**src/rtl/axi_lite_slave_regs.sv**
```systemverilog
// AXI4-lite slave fronting a DEPTH x DATA_WIDTH register file, one transaction at a time.
// Optional: define AXI_SLV_DECERR_EN to decode upper address bits and answer DECERR out of range.
module axi_lite_slave_regs #(
    parameter int ADDR_WIDTH = 32,
    parameter int DATA_WIDTH = 32,
    parameter int DEPTH_LOG2 = 4
) (
    input  logic                    ACLK,
    input  logic                    ARESETn,
    input  logic                    AWVALID,
    output logic                    AWREADY,
    input  logic [ADDR_WIDTH-1:0]   AWADDR,
    input  logic [2:0]              AWPROT,
    input  logic                    WVALID,
    output logic                    WREADY,
    input  logic [DATA_WIDTH-1:0]   WDATA,
    input  logic [DATA_WIDTH/8-1:0] WSTRB,
    output logic                    BVALID,
    input  logic                    BREADY,
    output logic [1:0]              BRESP,
    input  logic                    ARVALID,
    output logic                    ARREADY,
    input  logic [ADDR_WIDTH-1:0]   ARADDR,
    input  logic [2:0]              ARPROT,
    output logic                    RVALID,
    input  logic                    RREADY,
    output logic [DATA_WIDTH-1:0]   RDATA,
    output logic [1:0]              RRESP
);
    localparam int STRB_W = DATA_WIDTH / 8;
    localparam int LSB    = $clog2(STRB_W);
    localparam int DEPTH  = 1 << DEPTH_LOG2;
    localparam logic [1:0] RESP_OKAY   = 2'b00;
    localparam logic [1:0] RESP_DECERR = 2'b11;

    typedef enum logic [2:0] {IDLE, W_NEED_D, W_NEED_A, W_RESP, R_RESP} state_t;

    state_t                  state_q, state_d;
    logic [ADDR_WIDTH-1:0]   awaddr_q, awaddr_d;
    logic [DATA_WIDTH-1:0]   wdata_q, wdata_d;
    logic [STRB_W-1:0]       wstrb_q, wstrb_d;
    logic [1:0]              bresp_q, bresp_d;
    logic [DATA_WIDTH-1:0]   rdata_q, rdata_d;
    logic [1:0]              rresp_q, rresp_d;
    logic [DATA_WIDTH-1:0]   mem_q [DEPTH];

    logic                    wr_en;
    logic [ADDR_WIDTH-1:0]   wr_addr;
    logic [DATA_WIDTH-1:0]   wr_data;
    logic [STRB_W-1:0]       wr_strb;
    logic                    wr_ok, rd_ok;
    logic [DEPTH_LOG2-1:0]   wr_idx, rd_idx;
    logic                    unused_ok;

    assign wr_idx = wr_addr[LSB +: DEPTH_LOG2];
    assign rd_idx = ARADDR[LSB +: DEPTH_LOG2];

`ifdef AXI_SLV_DECERR_EN
    assign wr_ok = (wr_addr >> (LSB + DEPTH_LOG2)) == '0;
    assign rd_ok = (ARADDR >> (LSB + DEPTH_LOG2)) == '0;
`else
    assign wr_ok = 1'b1;
    assign rd_ok = 1'b1;
`endif

    assign unused_ok = ^{AWPROT, ARPROT, wr_addr, ARADDR};

    // Readies are gated with reset so nothing is accepted while ARESETn is low.
    assign AWREADY = ARESETn && (state_q == IDLE || state_q == W_NEED_A);
    assign WREADY  = ARESETn && (state_q == IDLE || state_q == W_NEED_D);
    assign ARREADY = ARESETn && (state_q == IDLE) && !AWVALID && !WVALID;
    assign BVALID  = (state_q == W_RESP);
    assign RVALID  = (state_q == R_RESP);
    assign BRESP   = bresp_q;
    assign RDATA   = rdata_q;
    assign RRESP   = rresp_q;

    always_comb begin
        state_d  = state_q;
        awaddr_d = awaddr_q;
        wdata_d  = wdata_q;
        wstrb_d  = wstrb_q;
        bresp_d  = bresp_q;
        rdata_d  = rdata_q;
        rresp_d  = rresp_q;
        wr_en    = 1'b0;
        wr_addr  = AWADDR;
        wr_data  = WDATA;
        wr_strb  = WSTRB;
        case (state_q)
            IDLE: begin
                if (AWVALID && WVALID) begin
                    wr_en   = 1'b1;
                    state_d = W_RESP;
                end else if (AWVALID) begin
                    awaddr_d = AWADDR;
                    state_d  = W_NEED_D;
                end else if (WVALID) begin
                    wdata_d = WDATA;
                    wstrb_d = WSTRB;
                    state_d = W_NEED_A;
                end else if (ARVALID) begin
                    rdata_d = rd_ok ? mem_q[rd_idx] : '0;
                    rresp_d = rd_ok ? RESP_OKAY : RESP_DECERR;
                    state_d = R_RESP;
                end
            end
            W_NEED_D: begin
                wr_addr = awaddr_q;
                if (WVALID) begin
                    wr_en   = 1'b1;
                    state_d = W_RESP;
                end
            end
            W_NEED_A: begin
                wr_data = wdata_q;
                wr_strb = wstrb_q;
                if (AWVALID) begin
                    wr_en   = 1'b1;
                    state_d = W_RESP;
                end
            end
            W_RESP:  if (BREADY) state_d = IDLE;
            R_RESP:  if (RREADY) state_d = IDLE;
            default: state_d = IDLE;
        endcase
        if (wr_en) bresp_d = wr_ok ? RESP_OKAY : RESP_DECERR;
    end

    always_ff @(posedge ACLK or negedge ARESETn) begin
        if (!ARESETn) begin
            state_q  <= IDLE;
            awaddr_q <= '0;
            wdata_q  <= '0;
            wstrb_q  <= '0;
            bresp_q  <= '0;
            rdata_q  <= '0;
            rresp_q  <= '0;
        end else begin
            state_q  <= state_d;
            awaddr_q <= awaddr_d;
            wdata_q  <= wdata_d;
            wstrb_q  <= wstrb_d;
            bresp_q  <= bresp_d;
            rdata_q  <= rdata_d;
            rresp_q  <= rresp_d;
        end
    end

    // Byte-lane commit on the edge completing the second of the AW/W handshakes.
    always_ff @(posedge ACLK or negedge ARESETn) begin
        if (!ARESETn) begin
            for (int i = 0; i < DEPTH; i++) mem_q[i] <= '0;
        end else if (wr_en && wr_ok) begin
            for (int b = 0; b < STRB_W; b++) begin
                if (wr_strb[b]) mem_q[wr_idx][8*b +: 8] <= wr_data[8*b +: 8];
            end
        end
    end
endmodule

```
**config.mk**
```make
export PLATFORM = sky130hd
export DESIGN_NAME = axi_lite_slave_regs
export DESIGN_NICKNAME = d
export VERILOG_FILES = /design/src/rtl/axi_lite_slave_regs.sv
export SDC_FILE = /design/constraint.sdc
export NUM_CORES = 1
export LEC_CHECK = 0
export ABC_AREA = 0
export BUFFER_PORTS_ARGS = -buffer_cell sky130_fd_sc_hd__buf_2
export CORE_MARGIN = 2
export CORE_UTILIZATION = 45
export CTS_BUF_LIST = sky130_fd_sc_hd__clkbuf_2 sky130_fd_sc_hd__clkbuf_4 sky130_fd_sc_hd__clkbuf_8
export CTS_CLUSTER_SIZE = 30
export DETAILED_ROUTE_END_ITERATION = 10
export PLACE_DENSITY_LB_ADDON = 0.2
export SYNTH_ARGS = -nofsm -noshare
export SYNTH_HDL_FRONTEND = slang
export SYNTH_SLANG_ARGS = --single-unit
export TNS_END_PERCENT = 5
```
**constraint.sdc**
```tcl
create_clock -name ACLK -period 3.3 [get_ports ACLK]
set_clock_uncertainty 0.15 [all_clocks]
set_input_delay 0.825 -clock ACLK [delete_from_list [all_inputs] [get_ports ACLK]]
set_output_delay 0.825 -clock ACLK [all_outputs]
set_load 0.03 [all_outputs]
```
==> impl_results.md <==
* Status: completed
* Final setup violation count at 0
* Final slew viol count at 0
* Most frequent cells in the layout: mux2_2, dfrtp_1, clkbuf_8
* Per-cell routed wire length at 23.7 um
* Half-perimeter wire length after detailed placement at 38.7 mm
* # rows at 89
* Max Freq at 330 MHz
* Distinct cell type count after synthesis at 36
* CP Class: flop to output port
* Post-synth top area share at 54.4%
* Top delay family on crit path: simple AND/OR/NAND/NOR gates
* Worst Hold Path EP: state_q[1]$_DFFE_PN0P_
* Sequential cell area at 14700 um2
* Critical Path Source Type: flop
* Drt first pass iters at 4
* HP Start: BREADY
* Largest area contributor in the netlist: dfrtp_1
* Hold Buf Count CTS at 1
* R2R Setup Slk at 0.28 ns
* Worst r2r path cells at 5
* RSZ-0062 raised after global routing: no
* Initial Util at 45.7%
* Post-CTS Setup Bufs at 0
* Post-synthesis to final-layout area growth at 14.6%
* Post-DRT Antenna Nets at 0
* Slew margin rel. at 24.9%
* Final cycle utilization of the critical path at 91.8%
* CTS sink count at 587
* CP cell instances: nor4_1 -> and3b_1 -> buf_2
* Number of global-route vias before repair at 17.0k
* Grt ovf at 0
* Die Span Y at 249 um
* Max cap viols at 0
* Post-synthesis cell area at 27000 um2
* Setup_tns at 0 ns
* CP required at 2.32 ns
* Synth Area per Inst at 16.0 um2
* Clock Latency Late Sink at 0.70 ns
* Global-route wire length before repair at 101 mm
* Hold WC Path Type: input pin to flop
* Post-synthesis sequential area ratio at 54.4%
* Slowest CP cell: dfrtp_1
* Die ar. at 62000 um2
* Final Wtd Congestion at 0.735
* Boundary pin count at 154
* Crit Reg-Reg Startpoint: state_q[0]$_DFFE_PN0P_
* Leak at 14.1 nW
* Worst vdd ir at 0.345 mV
* Endpoints failing hold at 0
* Filler cells at 4818
* Total CTS buffers at 101
* FF-to-FF End: mem_q[50]$_DFFE_PN0P_
* Pwr per Cell Area at 872 nW/um2
* Gr usage total at 21.3%
* WP data arrival at 2.05 ns
* Pin count of the biggest net entering global routing at 188
* DR vias/cell at 5.75
* Multi-input combinational cell area at 11800 um2
* Post-Synthesis Cells at 1688
* Crit path max fanout at 10
* CTS tree: built
* Top post-synthesis cells by area: dfrtp_1, mux2_2, mux4_2, o22ai_1, clkbuf_1
* Worst slew pin tran at 1.13 ns
* Crit end category: output port
* Commonest non-fill, non-tap cell in the layout: mux2_2
* Minimum clock period at 3.03 ns
* #FFs+latches synth at 587
* CTS max path bufs at 3
* Synth Warn # at 0
* Port bufs at 87
* Initial antenna violation count at 6
* Post-route DRC at 0
* Die Wd at 249 um
* Total Nets Final at 1979
* Largest stage delay on the critical path at 0.50 ns
* Resize count post-CTS at 0
* Share of layout cells above drive strength 1 at 60.2%
* Initial DRC Count at 790
* Bufs and invs on worst path at 1
* Wirelength, routed at 64.3 mm
* Final core utilization at 52.3%
* Via Count at 15.6k
* Reg clk slew, reported paths at 0.06 ns
* H-tree depth at 3
* Root Buffer: clkbuf_8
* Hold depth at 2
* Core Box Area at 59100 um2
worst max-delay path by stage:
stage	startpoint	endpoint	slack (ns)	cells past startpoint
2_1_floorplan	ARADDR[4]	RDATA[0]$_DFFE_PN0P_	0.56	6
3_3_place_gp	WVALID	mem_q[342]$_DFFE_PN0P_	0.32	7
3_5_place_dp	WVALID	mem_q[345]$_DFFE_PN0P_	0.28	7
4_1_cts	state_q[0]$_DFFE_PN0P_	ARREADY	0.20	3
5_1_grt	state_q[0]$_DFFE_PN0P_	ARREADY	0.12	3
6_report	state_q[0]$_DFFE_PN0P_	ARREADY	0.27	3
layer usage:
metal  wire length [um]  GRT usage [%]  vias up
met3               2900           4.24      123
met4               1820           7.77       10
met5                 57              0        -
li1                   -              -     6804
met1              27800           28.0     8350
met2              31700           35.2      284
kinds of logic after synthesis:
kind of cell,synth area share [%]
compound gates,2.19
buf+inv,1.95
flops,54.4
mux,37.3
other cells,0.0139
simple gates,4.16
worst reg2reg max path, delay by kind of cell (launching register included):
kind | cells | cell delay (ns)
buf+inv | 1 | 0.26
simple gates | 2 | 0.98
mux | 2 | 0.96
flops | 1 | 0.54
flip-flops by register name (all words and copies together), names as in the netlist:
name	count
RDATA	32
awaddr_q	4
mem_q	512
state_q	3
wdata_q	32
wstrb_q	4
metrics by stage:
step | instance area [um2] | hold slack [ns] | cells | power, mW | setup slack, ns
3_5_place_dp | 28900 | 0.330 | 2535 | 20.5 | 0.279
5_1_grt | 30900 | 0.186 | 2709 | 28.6 | 0.117
4_1_cts | 30900 | 0.146 | 2708 | 27.3 | 0.197
6_report | 30900 | 0.207 | 2709 | 27.0 | 0.271
2_1_floorplan | 27000 | 0.303 | 1691 | 18.2 | 0.555
3_3_place_gp | 28900 | 0.314 | 2535 | 20.0 | 0.323
area by class of cell:
| cell class | count | area share [%] |
|---|---|---|
| Clock inverter | 15 | 0.259 |
| Antenna cell | 1 | 0.00809 |
| Timing Repair Buffer | 188 | 4.43 |
| Clock buffer | 157 | 6.44 |
| Tap cell | 773 | 3.13 |
| Sequential cell | 587 | 47.5 |
| Inverter | 1 | 0.0121 |
| Multi-Input combinational cell | 987 | 38.2 |
cell usage after synthesis, drive strengths merged:
cell type / number
inv: 1
or3b: 2
a311oi: 1
nand4b: 9
nand2b: 2
buf: 34
nor3: 44
conb: 1
nand4: 2
nor2: 4
clkbuf: 82
nor4bb: 12
dfrtp: 587
nor4: 4
o22ai: 64
o21bai: 1
a21o: 1
nand2: 3
nand3: 15
mux2: 619
a31oi: 1
a21oi: 32
and3b: 2
nor3b: 8
mux2i: 20
or2: 1
mux4: 128
nor4b: 8
power by group:
group	internal [mW]	switching (mW)	leakage, nW	total [mW]
combinational	4.55	3.72	5.36	8.27
sequential	10.4	1.65	7.65	12.0
clock	3.80	2.89	1.11	6.69
Note: power is estimated with default switching activity, not from simulation.
